[config.mk]
export PLATFORM = sky130hd
export DESIGN_NAME = bg_fetch_scheduler
export DESIGN_NICKNAME = d
export VERILOG_FILES = /design/src/rtl/ppu_pkg.sv /design/src/rtl/bg_fetch_addr_gen.sv /design/src/rtl/bg_fetch_scheduler.sv
export SDC_FILE = /design/constraint.sdc
export NUM_CORES = 1
export LEC_CHECK = 0
export CORE_UTILIZATION = 41
export CTS_CLUSTER_DIAMETER = 150
export DETAILED_ROUTE_END_ITERATION = 12
export GPL_ROUTABILITY_DRIVEN = 0
export PLACE_DENSITY = 0.85
export REMOVE_ABC_BUFFERS = 1
export SLEW_MARGIN = 10
export SYNTH_ARGS = -nofsm -noshare
export SYNTH_HDL_FRONTEND = slang
export SYNTH_SLANG_ARGS = --single-unit
[constraint.sdc]
create_clock -name clk -period 2.4 [get_ports clk]
set_clock_uncertainty 0.1 [all_clocks]
set_input_delay 0.48 -clock clk [delete_from_list [all_inputs] [get_ports clk]]
set_output_delay 0.48 -clock clk [all_outputs]
set_load 0.01 [all_outputs]
[src/rtl/ppu_pkg.sv]
// Shared definitions for the PPU background fetch path: the fetch FSM
// state encoding and the fixed VRAM address constants.
package ppu_pkg;

    typedef enum logic [3:0] {
        IDLE,
        CPU_REQ,
        CPU_WAIT,
        NT_REQ,
        NT_WAIT,
        AT_REQ,
        AT_WAIT,
        PL_REQ,
        PL_WAIT,
        PH_REQ,
        PH_WAIT,
        TILE_OUT
    } fetch_state_t;

    localparam logic [15:0] ATTR_BASE    = 16'h23C0;
    localparam logic [15:0] NT_SEL_MASK  = 16'h0C00;
    localparam logic [15:0] PLANE_HI_OFS = 16'h0008;
    localparam int          TILE_W       = 8;

endpackage

[src/rtl/bg_fetch_addr_gen.sv]
// Combinational address generation for one background tile: attribute
// address and palette shift from the nametable pointer, and the two
// pattern-plane addresses from the fetched nametable byte.
module bg_fetch_addr_gen
    import ppu_pkg::*;
(
    input  logic [15:0] nt_ptr,
    input  logic [2:0]  fine_y,
    input  logic [7:0]  nt_byte,
    input  logic        table_sel,
    output logic [15:0] at_addr,
    output logic [15:0] pl_addr,
    output logic [15:0] ph_addr,
    output logic [2:0]  pal_shift
);

    // Attribute byte covers a 4x4 tile block; the 2x2 quadrant picks the bit pair.
    always_comb begin
        at_addr   = ATTR_BASE
                  | (nt_ptr & NT_SEL_MASK)
                  | ((nt_ptr >> 4) & 16'h0038)
                  | ((nt_ptr >> 2) & 16'h0007);
        pl_addr   = {3'b000, table_sel, nt_byte, 1'b0, fine_y};
        ph_addr   = pl_addr | PLANE_HI_OFS;
        pal_shift = {nt_ptr[6], nt_ptr[1], 1'b0};
    end

endmodule

[src/rtl/bg_fetch_scheduler.sv]
// Background tile fetch scheduler: walks one scanline of tiles through
// NT/AT/PL/PH reads on the shared VRAM port, fits CPU PPUDATA accesses
// in between lines, and hands finished tiles to the shifter stage.
module bg_fetch_scheduler
    import ppu_pkg::*;
#(
    parameter int TILES_PER_LINE = 33,
    parameter int TILE_W         = 8
) (
    input  logic        clk,
    input  logic        rst,
    input  logic        line_start,
    input  logic [8:0]  line_row,
    input  logic        render_en,
    input  logic        bg_table_sel,
    output logic [8:0]  xlat_row,
    output logic [8:0]  xlat_col,
    input  logic [15:0] xlat_nt_ptr,
    input  logic [2:0]  xlat_fine_y,
    output logic        mem_req,
    output logic        mem_we,
    output logic [15:0] mem_addr,
    output logic [7:0]  mem_wdata,
    input  logic        mem_gnt,
    input  logic [7:0]  mem_rdata,
    input  logic        cpu_req,
    input  logic        cpu_we,
    input  logic [15:0] cpu_addr,
    input  logic [7:0]  cpu_wdata,
    output logic        cpu_ack,
    output logic [7:0]  cpu_rdata,
    output logic        tile_valid,
    input  logic        tile_ready,
    output logic [7:0]  tile_pat_lo,
    output logic [7:0]  tile_pat_hi,
    output logic [1:0]  tile_pal,
    output logic        line_busy,
    output logic        line_done
);

    localparam int IDX_W = $clog2(TILES_PER_LINE + 1);

    fetch_state_t     state, state_nxt;
    logic             start_pending;
    logic             start_take;
    logic             last_tile;
    logic [IDX_W-1:0] tile_idx;
    logic [15:0]      p_lat;
    logic [2:0]       fy_lat;
    logic [7:0]       nt_byte;
    logic             cpu_is_wr;
    logic [15:0]      at_addr, pl_addr, ph_addr;
    logic [2:0]       pal_shift;
    logic [7:0]       at_shifted;

    bg_fetch_addr_gen u_addr_gen (
        .nt_ptr    (p_lat),
        .fine_y    (fy_lat),
        .nt_byte   (nt_byte),
        .table_sel (bg_table_sel),
        .at_addr   (at_addr),
        .pl_addr   (pl_addr),
        .ph_addr   (ph_addr),
        .pal_shift (pal_shift)
    );

    assign xlat_col = 9'(tile_idx) * 9'(TILE_W);

    // A start is taken straight from the pulse when idle, so it beats a coincident CPU request.
    always_comb begin
        start_take = start_pending | (line_start & render_en);
        last_tile  = (tile_idx == IDX_W'(TILES_PER_LINE - 1));
        at_shifted = mem_rdata >> pal_shift;
        line_busy  = !(state inside {IDLE, CPU_REQ, CPU_WAIT});
    end

    // Next-state and port/handshake outputs; only *_REQ states drive the memory port.
    always_comb begin
        state_nxt  = state;
        mem_req    = 1'b0;
        mem_we     = 1'b0;
        mem_addr   = 16'h0000;
        mem_wdata  = 8'h00;
        cpu_ack    = 1'b0;
        cpu_rdata  = 8'h00;
        tile_valid = 1'b0;
        case (state)
            IDLE: begin
                if (start_take)   state_nxt = NT_REQ;
                else if (cpu_req) state_nxt = CPU_REQ;
            end
            CPU_REQ: begin
                mem_req   = 1'b1;
                mem_we    = cpu_we;
                mem_addr  = cpu_addr;
                mem_wdata = cpu_wdata;
                if (mem_gnt) state_nxt = CPU_WAIT;
            end
            CPU_WAIT: begin
                cpu_ack   = 1'b1;
                cpu_rdata = cpu_is_wr ? 8'h00 : mem_rdata;
                state_nxt = IDLE;
            end
            NT_REQ: begin
                mem_req  = 1'b1;
                mem_addr = xlat_nt_ptr;
                if (mem_gnt) state_nxt = NT_WAIT;
            end
            NT_WAIT: state_nxt = AT_REQ;
            AT_REQ: begin
                mem_req  = 1'b1;
                mem_addr = at_addr;
                if (mem_gnt) state_nxt = AT_WAIT;
            end
            AT_WAIT: state_nxt = PL_REQ;
            PL_REQ: begin
                mem_req  = 1'b1;
                mem_addr = pl_addr;
                if (mem_gnt) state_nxt = PL_WAIT;
            end
            PL_WAIT: state_nxt = PH_REQ;
            PH_REQ: begin
                mem_req  = 1'b1;
                mem_addr = ph_addr;
                if (mem_gnt) state_nxt = PH_WAIT;
            end
            PH_WAIT: state_nxt = TILE_OUT;
            TILE_OUT: begin
                tile_valid = 1'b1;
                if (tile_ready) state_nxt = last_tile ? IDLE : NT_REQ;
            end
            default: state_nxt = IDLE;
        endcase
    end

    // Control state: FSM, pending start, tile counter, latched row and done pulse.
    always_ff @(posedge clk) begin
        if (rst) begin
            state         <= IDLE;
            start_pending <= 1'b0;
            tile_idx      <= '0;
            xlat_row      <= 9'd0;
            line_done     <= 1'b0;
        end else begin
            state     <= state_nxt;
            line_done <= 1'b0;
            if (state == IDLE) begin
                if (start_take) begin
                    start_pending <= 1'b0;
                    tile_idx      <= '0;
                    xlat_row      <= line_row;
                end
            end else if (line_start && render_en && !line_busy) begin
                start_pending <= 1'b1;
            end
            if (state == TILE_OUT && tile_ready) begin
                if (last_tile) begin
                    tile_idx  <= '0;
                    line_done <= 1'b1;
                end else begin
                    tile_idx <= tile_idx + 1'b1;
                end
            end
        end
    end

    // Tile outputs load in the WAIT states and stay frozen through TILE_OUT.
    always_ff @(posedge clk) begin
        if (rst) begin
            tile_pat_lo <= 8'h00;
            tile_pat_hi <= 8'h00;
            tile_pal    <= 2'b00;
        end else begin
            if (state == AT_WAIT) tile_pal    <= at_shifted[1:0];
            if (state == PL_WAIT) tile_pat_lo <= mem_rdata;
            if (state == PH_WAIT) tile_pat_hi <= mem_rdata;
        end
    end

    // Translator result is sampled when the nametable read is granted; NT byte and CPU direction are captured alongside.
    always_ff @(posedge clk) begin
        if (state == NT_REQ && mem_gnt) begin
            p_lat  <= xlat_nt_ptr;
            fy_lat <= xlat_fine_y;
        end
        if (state == NT_WAIT) nt_byte <= mem_rdata;
        if (state == CPU_REQ && mem_gnt) cpu_is_wr <= cpu_we;
    end

endmodule

Word level (Yosys, flattened, before mapping):

Index checks and enable logic that the tools add are counted.

* output and inout bits: 74
* flip-flop bits (word level): 63
* memories: 0
* memory bits (read-only): 0
* bits in latches: 0
* bits in writable memories: 0
* input port bits: 69

* bitwise gates (word level): 5
* multipliers: 0
* mux-type cells: 26
* add/sub/neg operators: 1
* shifts and indexed selects: 1
* reductions and logical operators: 17
* equality and inequality tests: 20
* div/mod/pow operators: 0
* $lt $le $gt $ge: 0

Operators by type and width (count)
* case mux 16 bit (5 select lines): 1
* case mux 4 bit (11 select lines): 1
* two-way mux 4 bit: 8
* two-way mux 6 bit: 4
* two-way mux 8 bit: 3
* == test 4 x 3 -> 1 bit (second input constant): 4
* == test 4 bit (second input constant): 4
* inequality test 2 bit (second input constant): 7
* bitwise OR 14 x 3 -> 14 bit: 1
* bitwise OR 14 x 6 -> 14 bit: 1
* == test 4 x 2 -> 1 bit (second input constant): 2
* two-way mux 1 bit: 8
* right shift 8 x 3 -> 2 bit: 1
* AND reduction 7 bit: 1
* adder 6 x 1 -> 6 bit (second input constant): 1
* == test 6 bit (second input constant): 1
* AND reduction 2 bit: 3
* nonzero test 2 bit: 3
* logical AND 1 bit: 5
* OR reduction 5 bit: 1
* == test 4 x 1 -> 1 bit (second input constant): 1
* logical NOT 4 bit: 1
* inequality test 3 bit (second input constant): 1
* nonzero test 3 bit: 1
* other kinds (6): 6

Longest topological paths before layout:

* depth after elaboration: 5
* depth in mapped cells: 9
* gate-level depth less buffers: 8

Modules after synthesis:

Synthesis repeated with hierarchy kept, for this count alone.

* cell total of the unflattened synthesis: 383
* area, all modules: 3703.6 um^2

By module, submodules not included
* bg_fetch_scheduler: instances 1, cells an instance 330, sequential area each 1621.6 um^2, area an instance 3313.2 um^2
* bg_fetch_addr_gen: instances 1, cells an instance 53, sequential area each 0.0 um^2, area an instance 390.4 um^2

Least setup slack after synthesis:

No wires, ideal clock.

* path kind: register to output
* from: register state[2]
* to: output mem_addr[0]
* required time: 1.820 ns
* data arrival time: 1.669 ns
* cell stages (with the launch flop): 9
* slack: 0.151 ns
* path through: dfxtp_1 -> inv_1 -> ha_1 -> buf_2 -> and3_1 -> buf_2 -> buf_2 -> a222oi_1 -> nand2_1

* longest elaborated chain between the ends: 2
* elaborated cells on any way between the ends: 6

RTL lines
* start: declaration: line bg_fetch_scheduler.sv:43 `fetch_state_t state, state_nxt;`
* start signal: assignment: line bg_fetch_scheduler.sv:145 `state <= state_nxt;`
* == test 4 bit, or another cell as far along: line bg_fetch_scheduler.sv:87 `case (state)`
* case mux 16 bit (5 select lines) *: line bg_fetch_scheduler.sv:87
* end: declaration: line bg_fetch_scheduler.sv:22 `output logic [15:0] mem_addr,`

Mark *: on every way between the ends. The rest lies on a longest branch, timed or not.

Worst setup path in the final report:

* from: register state[3]
* to: output mem_addr[1]

Same word-level chain as after synthesis.

==> flow_metrics.py <==
metrics = {
    "run_status": {
        "status": "finished with violations",
        "violations": "setup timing",
    },
    "place": {
        "placed_area_sq_mm": 0.00462,
        "dp_hpwl_microns": 6830,
        "port_buffers": 139,
        "dp_slack_ns": -0.163,
    },
    "clock_tree": {
        "htreeDepth": 3,
        "clkLatencyLatePin_ns": 0.34,
        "clk_path_buf_depth": 2,
        "numCtsBuffers": 9,
        "clkTransAtPathRegs_ns": 0.07,
        "ctsHoldBuffers": 0,
        "cts_root_buf": "clkbuf_8",
        "clock-sinks": 61,
        "tritoncts": "done",
    },
    "global_route": {
        "grt_util_all_layers": 0.261,
        "overflow": 0,
        "grt_max_degree": 22,
        "antenna_found_initial": 0,
        "grt_pass1_wl_microns": 15100,
        "grt_pass1_vias": 3062,
    },
    "logic_synthesis": {
        "ys_seq_area_frac": 0.489,
        "async_flop_share": 0,
        "avgSynthCellArea_sq_um": 9.15,
        "syn_inst": 322,
        "synthDistinctLibCells": 50,
        "ys_seq_elements": 61,
        "synth_area_leaders": "dfxtp_1, edfxtp_1, nand2_1",
        "synth-edff-count": 22,
        "yosysTopAreaCellShare": 0.265,
        "synth_ff_type": "dfxtp_1",
        "syn_area_sq_mm": 0.00295,
        "yosysWarnings": 0,
        "synth_top_area_cell": "dfxtp_1",
    },
    "sta": {
        "rsz0062_at_grt": "true",
        "max_freq_mhz": 403,
        "hold_viol": 0,
        "min_period_ns": 2.48,
        "worstMarginPinSlew_ns": 0.591,
        "post-route-period-util": 1.03,
        "max-slew-margin-rel": 0.605,
        "setup_violations": 5,
        "fin_ws_ns": -0.0809,
        "slew_viol_final": 0,
    },
    "power_and_ir_drop": {
        "power_density_mw_per_mm2": 832,
        "leakagePower_nw": 1.98,
        "ir_drop_mv": 0.521,
    },
    "setup_path": {
        "path_buf_inv": 3,
        "cp_slowest_cell": "a222oi_1",
        "critPathLaunchType": "flop",
        "cpMostUsedCell": "buf_6",
        "critPathKind": "flop to output port",
        "crit_fanout": 5,
        "slowest_delay_ns": 0.38,
        "crit_family": "compound AO/OA/AOI/OAI gates",
        "cp.required_ns": 1.82,
        "worst_setup_path_end_kind": "output port",
        "path_cells": "inv_2 > ha_4 > and3_4 > buf_6 > a222oi_1 > nand2_2 > buf_6",
        "worstPathArrival_ns": 1.90,
    },
    "cells_and_area": {
        "antenna_cells": 0,
        "layout_commonest_cell": "clkdlybuf4s50_1",
        "finish.utilization": 0.725,
        "drive_gt1_frac": 0.225,
        "area_growth_pct": 69.0,
        "final_cell_mix": "clkdlybuf4s50_1, nand2_1, buf_4",
        "final_cell_area_sq_mm": 0.00498,
        "final_nets": 571,
    },
    "floorplan": {
        "die_h_microns": 86.8,
        "start_util": 0.429,
        "dieWidth_microns": 86.8,
        "rows": 30,
        "fp.dieArea_sq_mm": 0.00753,
        "core_area_sq_mm": 0.00687,
        "pin_count": 143,
    },
    "flow_run": {
        "drv_cap": 0,
    },
    "routing": {
        "vias": 3128,
        "wl_microns": 9800,
        "vias_per_cell": 5.23,
        "wl_per_cell_microns": 16.4,
        "dr.pass1.iters": 5,
        "ant_nets": 0,
        "drt_drc_violations_left": 0,
        "drtIter0Drc": 212,
    },
    "worst_hold_path": {
        "hold_class": "flop to flop",
    },
}
-- cell usage after synthesis (all sizes together) (2+ instances only) --
cell	number
nor3	2
edfxtp	22
inv	9
a222oi	8
a22o	2
nor3b	2
or3	2
nor2	10
a221oi	4
a41oi	2
o41ai	2
mux4	2
clkbuf	10
o22ai	2
ha	5
dfxtp	39
and2	23
buf	14
o21ai	6
a211oi	2
a21oi	36
and3	4
nor2b	3
nand2	78
nand3	13
a311oi	3
-- metrics by stage --
step	cells	TNS (ns)	power [W]	hold WS, ns
final	598	-0.149	0.00414	0.354
after global routing	598	-1.04	0.00437	0.380
after CTS	596	-0.0915	0.00400	0.354
after detailed placement	572	-2.47	0.00313	0.348
after global placement	572	-1.04	0.00308	0.340
after floorplan	300	-0.269	0.00213	0.347
-- report_power, final --
group          internal, W  leakage, nW  switching [W]
logic             0.000964         1.37       0.000987
registers          0.00121        0.517      0.0000724
clock network     0.000505       0.0964       0.000407
total              0.00268         1.98        0.00147
-- cell type report --
cell class / instances / area [sq um]
timing repair buffer: 186 / 1710
fill: 505 / 1890
inverter: 10 / 41.3
clock buffer: 12 / 145
sequential: 61 / 1450
clock inverter: 4 / 47.5
multi-input combinational: 229 / 1470
tap: 96 / 120
-- metal layers --
metal,routed length [microns],vias to the layer above,part of all wire,global-route usage
met5,0,-,0,0
met3,729,18,0.074,0.0657
met2,4850,153,0.49,0.449
li1,-,1491,-,-
met4,144,0,0.015,0.100
met1,4080,1466,0.42,0.314
-- tightest hold or removal path, stage by stage, from the launching register on --
cell	delay [ns]
dfxtp_1	0.31
nand2_1	0.05
a21oi_1	0.05
-- timing repair --
item,in CTS,in global routing
cloned,0,1
gates resized for setup,92,41
endpoints found under the hold margin,0,0
setup buffers,8,2
setup endpoints to repair,35,22
pin swaps,6,12
-- state kept, by name, summed over array words and instances, names as in the netlist --
signal         flops
cpu_is_wr          1
state              4
tile_pal           2
p_lat             10
fy_lat             3
tile_pat_lo        8
start_pending      1
nt_byte            8
xlat_row           9
tile_pat_hi        8
tile_idx           6
line_done          1
-- logic make-up (layout without fill, tap and decap cells) --
logic type | after synthesis | after routing | share of synthesized area
buf+inv | 34 | 212 | 0.0560
mux | 3 | 3 | 0.0187
flops | 61 | 61 | 0.489
compound gates | 76 | 76 | 0.182
fa+ha+maj | 5 | 5 | 0.0212
simple gates | 142 | 142 | 0.231
other cells | 1 | 3 | 0.00127
-- final timing paths --
| check | start | to | slack [ns] | cells past startpoint |
|---|---|---|---|---|
| min reg2reg | xlat_row[1] | xlat_row[1] | 0.35 | 2 |
| min | xlat_row[1] | xlat_row[1] | 0.35 | 2 |
| max | state[3] | mem_addr[1] | -0.08 | 7 |
| max reg2reg | state[3] | state[2] | 0.30 | 8 |
(Power assumes the default switching activity.)
